**src/rtl/booth_mult_unit_pkg.sv**
```systemverilog
// Shared definitions for the iterative multiply/divide units: FSM state
// encodings and the iteration-counter width helper.
package booth_mult_unit_pkg;

  typedef enum logic [1:0] {
    ST_IDLE = 2'b00,
    ST_RUN  = 2'b01,
    ST_DONE = 2'b10
  } mult_state_e;

  // Counter must hold the value WIDTH, hence one extra bit over clog2.
  function automatic int unsigned mult_cnt_w(input int unsigned width);
    return $clog2(width) + 1;
  endfunction

endpackage

```
**src/rtl/booth_step.sv**
```systemverilog
// One radix-2 Booth iteration: conditional add/sub of M into acc, then
// arithmetic right shift of {acc, Q, q_1} by one bit.
module booth_step #(
  parameter int unsigned WIDTH = 32
) (
  input  logic [WIDTH:0]   acc_i,
  input  logic [WIDTH-1:0] q_i,
  input  logic             q_1_i,
  input  logic [WIDTH:0]   m_i,
  output logic [WIDTH:0]   acc_o,
  output logic [WIDTH-1:0] q_o,
  output logic             q_1_o
);

  logic [WIDTH:0] sum;

  always_comb begin
    sum = acc_i;
    case ({q_i[0], q_1_i})
      2'b01:   sum = acc_i + m_i;
      2'b10:   sum = acc_i - m_i;
      default: sum = acc_i;
    endcase
    // Sign of acc is replicated into the vacated MSB.
    {acc_o, q_o, q_1_o} = {sum[WIDTH], sum, q_i};
  end

endmodule

```
**src/rtl/booth_mult_unit.sv**
```systemverilog
// Iterative signed WIDTH x WIDTH radix-2 Booth multiplier with HI/LO
// result registers, started by a one-cycle request from the control unit.
module booth_mult_unit
  import booth_mult_unit_pkg::*;
#(
  parameter int unsigned WIDTH = 32
) (
  input  logic             clk,
  input  logic             reset,
  input  logic             mult_start,
  input  logic [WIDTH-1:0] in_a,
  input  logic [WIDTH-1:0] in_b,
  output logic [WIDTH-1:0] out_hi,
  output logic [WIDTH-1:0] out_lo,
  output logic             mult_busy,
  output logic             mult_done
);

  localparam int unsigned CNT_W = mult_cnt_w(WIDTH);

  mult_state_e      state_q, state_d;
  logic [WIDTH:0]   m_q, m_d;
  logic [WIDTH:0]   acc_q, acc_d, acc_nxt;
  logic [WIDTH-1:0] q_q, q_d, q_nxt;
  logic             q1_q, q1_d, q1_nxt;
  logic [CNT_W-1:0] cnt_q, cnt_d;
  logic [WIDTH-1:0] hi_q, hi_d;
  logic [WIDTH-1:0] lo_q, lo_d;
  logic             busy_q, busy_d;
  logic             done_q, done_d;

  booth_step #(.WIDTH(WIDTH)) u_step (
    .acc_i (acc_q),
    .q_i   (q_q),
    .q_1_i (q1_q),
    .m_i   (m_q),
    .acc_o (acc_nxt),
    .q_o   (q_nxt),
    .q_1_o (q1_nxt)
  );

  // Next-state, datapath and output computation.
  always_comb begin
    state_d = state_q;
    m_d     = m_q;
    acc_d   = acc_q;
    q_d     = q_q;
    q1_d    = q1_q;
    cnt_d   = cnt_q;
    hi_d    = hi_q;
    lo_d    = lo_q;
    busy_d  = busy_q;
    done_d  = 1'b0;

    case (state_q)
      ST_IDLE: begin
        if (mult_start) begin
          state_d = ST_RUN;
          m_d     = {in_a[WIDTH-1], in_a};
          acc_d   = '0;
          q_d     = in_b;
          q1_d    = 1'b0;
          cnt_d   = '0;
          busy_d  = 1'b1;
        end
      end
      ST_RUN: begin
        acc_d = acc_nxt;
        q_d   = q_nxt;
        q1_d  = q1_nxt;
        cnt_d = cnt_q + CNT_W'(1);
        // Last iteration: capture product straight from the step outputs.
        if (cnt_q == CNT_W'(WIDTH - 1)) begin
          state_d = ST_DONE;
          hi_d    = acc_nxt[WIDTH-1:0];
          lo_d    = q_nxt;
          done_d  = 1'b1;
        end
      end
      ST_DONE: begin
        state_d = ST_IDLE;
        busy_d  = 1'b0;
      end
      default: begin
        state_d = ST_IDLE;
        busy_d  = 1'b0;
      end
    endcase
  end

  always_ff @(posedge clk) begin
    if (reset) begin
      state_q <= ST_IDLE;
      m_q     <= '0;
      acc_q   <= '0;
      q_q     <= '0;
      q1_q    <= 1'b0;
      cnt_q   <= '0;
      hi_q    <= '0;
      lo_q    <= '0;
      busy_q  <= 1'b0;
      done_q  <= 1'b0;
    end else begin
      state_q <= state_d;
      m_q     <= m_d;
      acc_q   <= acc_d;
      q_q     <= q_d;
      q1_q    <= q1_d;
      cnt_q   <= cnt_d;
      hi_q    <= hi_d;
      lo_q    <= lo_d;
      busy_q  <= busy_d;
      done_q  <= done_d;
    end
  end

  assign out_hi    = hi_q;
  assign out_lo    = lo_q;
  assign mult_busy = busy_q;
  assign mult_done = done_q;

endmodule

```
**config.mk**
```make
export PLATFORM = sky130hd
export DESIGN_NAME = booth_mult_unit
export DESIGN_NICKNAME = d
export VERILOG_FILES = /design/src/rtl/booth_mult_unit_pkg.sv /design/src/rtl/booth_step.sv /design/src/rtl/booth_mult_unit.sv
export SDC_FILE = /design/constraint.sdc
export NUM_CORES = 1
export LEC_CHECK = 0
export CAP_MARGIN = 20
export CELL_PAD_IN_SITES_DETAIL_PLACEMENT = 1
export CELL_PAD_IN_SITES_GLOBAL_PLACEMENT = 1
export CORE_ASPECT_RATIO = 1.75
export CORE_MARGIN = 1.5
export CORE_UTILIZATION = 41
export CTS_BUF_LIST = sky130_fd_sc_hd__clkbuf_4
export DETAILED_ROUTE_END_ITERATION = 10
export GPL_TIMING_DRIVEN = 0
export PLACE_DENSITY = 0.85
export SLEW_MARGIN = 20
export SYNTH_ARGS = -nofsm -noshare
export SYNTH_HDL_FRONTEND = slang
export SYNTH_SLANG_ARGS = --single-unit
```
**constraint.sdc**
```tcl
create_clock -name clk -period 4.98 [get_ports clk]
set_input_delay 1.245 -clock clk [delete_from_list [all_inputs] [get_ports clk]]
set_output_delay 1.245 -clock clk [all_outputs]
set_load 0.03 [all_outputs]
```
Word level (Yosys, flattened, before mapping)

Cells that the tools add are included.

Word-level logic and storage cells: 43
Memory bits (writable): 0
Latch bits: 0
Bits in read-only memories: 0
Register bits after elaboration: 172
Memories kept: 0
Output and inout bits: 66

Shift operators: 0
Mux-type cells: 15
Reductions and logical operators: 8
Bitwise logic cells: 1
Add/subtract/negate cells: 3
Div/mod/pow operators: 0
Multiply operators: 0
Equal/unequal tests: 6
Order comparisons: 0

Operator list:

| operator                                             | number |
|---|---|
| one-hot mux 33 bit (2 select lines)                  | 2 |
| one-hot mux 32 bit (2 select lines)                  | 1 |
| adder 33 bit                                         | 1 |
| two-way mux 33 bit                                   | 1 |
| subtractor 33 bit                                    | 1 |
| two-way mux 32 bit                                   | 1 |
| one-hot mux 6 bit (2 select lines)                   | 1 |
| AND reduction 2 bit                                  | 5 |
| adder 6 x 1 -> 6 bit (second input constant)         | 1 |
| equality test 6 x 5 -> 1 bit (second input constant) | 1 |
| two-way mux 6 bit                                    | 1 |
| equality test 2 x 1 -> 1 bit (second input constant) | 2 |
| two-way mux 2 bit                                    | 2 |
| != test 2 bit (second input constant)                | 2 |
| one-hot mux 1 bit (2 select lines)                   | 2 |
| one-hot mux 2 bit (2 select lines)                   | 1 |
| two-way mux 1 bit                                    | 3 |
| equality test 2 bit (second input constant)          | 1 |
| logical NOT 2 bit                                    | 1 |
| nonzero test 2 bit                                   | 1 |
| OR reduction 2 bit                                   | 1 |
| NOT 1 bit                                            | 1 |

Logic depth before layout (Yosys ltp)

Depth in word-level cells: 3
Depth in mapped cells: 20

Hierarchy

From an unflattened synthesis, not the netlist that was laid out.

Cell total of the unflattened synthesis: 1284
Area total of the unflattened synthesis: 10139.7 um^2

By module, submodules not included:

| module          | area each (um^2) | times used | cells each | seq. area each (um^2) |
|---|---|---|---|---|
| booth_mult_unit | 6967.9           | 1          | 795        | 3443.3 |
| booth_step      | 3171.8           | 1          | 489        | 0.0 |

Least setup slack after synthesis

OpenSTA, ideal clock, no wires.

Path type: flip-flop to flip-flop
Start: reg m_q[2]
End: reg hi_q[30] (netlist: out_hi[30])
Slack: 916 ps
Clock period less this slack: 4064 ps
Library setup time: 88 ps
Data arrival time: 3976 ps
Cell stages (with the launch flop): 19
Buffers on the path: 1
Cells stage by stage: dfxtp_1 nor2_1 nor4b_1 nand2_1 nor3b_1 and2_1 nand2_1 nor2_1 a21oi_1 xnor2_1 ha_1 clkbuf_1 a21o_1 a21o_1 a31o_2 a21o_1 a21o_1 or4_1 a311oi_2

Word-level cells in the longest chain between the ends: 2
Elaborated cells on any way between the ends: 3

Ends and longest elaborated chain:

| what                                                     | RTL line                           | RTL |
|---|---|---|
| from (decl)                                              | booth_mult_unit.sv:22              | `logic [WIDTH:0] m_q, m_d;` |
| from (signal assigned)                                   | booth_mult_unit.sv:105             | `m_q <= m_d;` |
| subtractor 33 bit / adder 33 bit (equally long branches) | booth_step.sv:21, booth_step.sv:20 |  |
| one-hot mux 33 bit (2 select lines) (*)                  | booth_step.sv:19                   | `case ({q_i[0], q_1_i})` |
| to (signal assigned)                                     | booth_mult_unit.sv:110             | `hi_q <= hi_d;` |
| to (decl)                                                | booth_mult_unit.sv:27              | `logic [WIDTH-1:0] hi_q, hi_d;` |

Every way passes the cells marked *; elsewhere a longest branch is shown, timed or not.
A chain may end at the register's enable or synchronous reset.

Worst setup path in the final report

Same ends and word-level chain as after synthesis.

==> results.ini <==
[cts]
cts_num_sinks = 171
clock_tree.htree_level_count = 4
cts_root_buffer = sky130_fd_sc_hd__clkbuf_4
clk_pin_slew_worst_setup_hold_paths_ns = 0.15
cts_post_setup_buffers_inserted = 0
clk_latency_ns = 0.61
cts.repair.resized = 2
holdBufCountCts = 0
number_of_buffers_created_by_cts = 17
cts_buffer_depth = 2
cts_tree = done

[logic_synthesis]
synth_top_cells_by_area = sky130_fd_sc_hd__dfxtp_1, sky130_fd_sc_hd__a21oi_1, sky130_fd_sc_hd__nand2_1
avgSynthCellArea_um2 = 7.63
mappedNetlistNets = 1277
postSynth.asyncResetShare_pct = 0
ys_seq_area_share_pct = 38.2
synthDominantAreaCellType = sky130_fd_sc_hd__dfxtp_1
yosys_warnings = 0
synth_top_area_share_pct = 38.2
netlist_instances = 1174
synth_seq_cells = 171
synth-edff-count = 0
synthDistinctLibCells = 64
synth_top_flop_cell = sky130_fd_sc_hd__dfxtp_1
synth.cell_area_um2 = 8960

[run]
cap_violations = 0

[sta]
setup_viol = 0
max_slew_margin_pct = 41.7
max_freq_mhz = 219
fin_skew_ns = 0.0219
layout_min_cycle_time_ns = 4.56
slew_violations = 0
timing.final.crit_share_pct = 91.6
hold_viol = 0
transition_time_of_the_tightest_slew_check_pin_ns = 0.875
fin_worst_hold_slack_ns = 0.463
grt_setup_unrepaired = no

[outcome]
status = complete, no violations

[route]
remaining_drc_errors = 0
routed_vias = 9113
final_antenna_net_count = 0
drt-initial-drc-count = 431
detail_route.first_pass.iterations = 5
post_drt_via_cell_ratio = 5.59
routed_wire_length_um = 30500
average_wire_per_standard_cell_um = 18.7

[floorplanning]
chipHeight_um = 199
rows = 71
total_die_area_um2 = 22800
floorplan.die.width_um = 115
fp.coreArea_um2 = 21500
floorplan.initialDensity_pct = 41.7
ioPinCount = 133

[cells_and_area]
layout-drive-gt1-share_pct = 4.19
synthToLayoutAreaGrowth_pct = 23.0
number_of_nets_in_the_finished_design = 1427
multi_input_area_um2 = 5230
layout_commonest_cell = sky130_fd_sc_hd__nand2_1
most-common-layout-cells = sky130_fd_sc_hd__nand2_1, sky130_fd_sc_hd__dfxtp_1, sky130_fd_sc_hd__nor2_1
fillCellCount = 2738
regArea_um2 = 3420

[critical_path]
slowest_delay_ns = 0.52
timing.critical_path.from_type = register
timing.critical_path.mode_cell = sky130_fd_sc_hd__nor2_1
timing.setup.critical_path_class = register to register
cp.required_ns = 5.50
path_max_fanout = 6
timing.critical_path.arrival_ns = 5.08
path_cells = nor2_1, nor4b_4, nand2_1, nor3b_2, and2_1, a21oi_1, xnor2_1, ha_1, nand2_1, nor2_1, nand3_1, a2111o_1, o211ai_2, nor3b_2, nor2_1, or3_1, a311oi_2
critPathCaptureType = register
cp_max_delay_cell = sky130_fd_sc_hd__a2111o_1

[grt]
overflow = 0
grt_antenna_before_repair = 1
grt_pass1_wl_um = 48000
grtUsageTotal_pct = 27.2
largest_net_degree_at_the_start_of_global_routing = 17
vias_in_the_first_global_route = 9456

[power_and_ir_drop]
total_leakage_power_uw = 0.00408
irDropWorstVdd_mv = 0.163
totalPowerFinal_uw = 3250
power.density_cell_area_nw_per_um2 = 295

[placed_design]
last_weighted_congestion_value_of_the_routability_driven_placer = 0.913
dpl.hpwl_um = 24400
numPortBuffers = 132

[hold_path]
hold_path.class = register to register

[worst paths after layout]
check / end / slack (ns) / from / cells after the start
min reg2reg: out_lo[8] / 0.46 / out_lo[8] / 2
max: out_hi[30] / 0.42 / m_q[2] / 17
min: out_lo[8] / 0.46 / out_lo[8] / 2
max reg2reg: out_hi[30] / 0.42 / m_q[2] / 17
[report_power, final]
part	leakage [uW]	total, uW	switching (uW)	internal (uW)
sequential	0.00139	1480	58.1	1420
combinational	0.00252	862	526	336
clock	0.000169	907	542	365
total	0.00408	3250	1130	2120
[routing by layer]
| metal | global-route usage, % | vias to the layer above | share of wire [%] |
|---|---|---|---|
| li1 | - | 4399 | - |
| met1 | 25.9 | 4347 | 35 |
| met2 | 53.8 | 262 | 55 |
| met3 | 3.84 | 105 | 4.0 |
| met4 | 16.2 | 0 | 5.7 |
| met5 | 0 | - | 0 |
[state kept, by name, summed over array words and instances, names as in the netlist]
| name | flops |
|---|---|
| acc_q | 32 |
| cnt_q | 6 |
| m_q | 32 |
| mult_busy | 1 |
| mult_done | 1 |
| out_hi | 32 |
| out_lo | 32 |
| q1_q | 1 |
| q_q | 32 |
| state_q | 2 |
[worst max-delay path, delay by kind of cell (launching register included)]
family | cells | cell delay (ns)
fa+ha+maj | 1 | 0.36
flops | 1 | 0.40
xor+xnor | 1 | 0.17
compound gates | 4 | 0.95
simple gates | 11 | 2.58
[Yosys cell counts (16+ instances only)]
cell / number
sky130_fd_sc_hd__nor3_1: 24
sky130_fd_sc_hd__nand2_1: 195
sky130_fd_sc_hd__nor2_1: 170
sky130_fd_sc_hd__nand3_1: 42
sky130_fd_sc_hd__xnor2_1: 41
sky130_fd_sc_hd__nor4_1: 28
sky130_fd_sc_hd__clkbuf_1: 71
sky130_fd_sc_hd__ha_1: 35
sky130_fd_sc_hd__a211oi_1: 18
sky130_fd_sc_hd__a21o_1: 17
sky130_fd_sc_hd__o21ai_0: 27
sky130_fd_sc_hd__dfxtp_1: 171
sky130_fd_sc_hd__a31oi_1: 16
sky130_fd_sc_hd__a21oi_1: 148
sky130_fd_sc_hd__inv_1: 18
[kinds of logic (layout without fill, tap and decap cells)]
logic type / count (synthesis) / in the layout / share of synthesized area (%)
AND/OR/NAND/NOR: 517 / 517 / 25.9
AO/OA/AOI/OAI: 290 / 290 / 20.3
flip-flops: 171 / 171 / 38.2
buffers and inverters: 95 / 258 / 4.01
XOR/XNOR: 54 / 54 / 5.28
adder cells (fa/ha/maj): 36 / 36 / 5.11
multiplexers: 11 / 11 / 1.26
other: 0 / 1 / 0
[area by class of cell]
| cell class | count | area share [%] |
|---|---|---|
| Multi-Input combinational cell | 908 | 47.5 |
| Timing Repair Buffer | 132 | 12.0 |
| Clock inverter | 14 | 1.65 |
| Sequential cell | 171 | 31.1 |
| Buffer | 76 | 2.61 |
| Inverter | 18 | 0.613 |
| Clock buffer | 18 | 1.23 |
| Antenna cell | 1 | 0.0227 |
| Tap cell | 292 | 3.32 |
[through the flow]
step / utilization (%) / setup TNS (ns) / area, um2 / worst slack (ns) / cells
after floorplan: - / 0 / 8960 / 0.916 / 1174
after global routing: 51.3 / 0 / 11000 / 0.0671 / 1630
after detailed placement: 49.6 / -0.496 / 10700 / -0.284 / 1598
after CTS: 51.1 / 0 / 11000 / 0.111 / 1630
after global placement: 49.5 / -0.198 / 10600 / -0.119 / 1598
final: 51.3 / 0 / 11000 / 0.420 / 1630
Note: power is estimated with default switching activity, not from simulation.
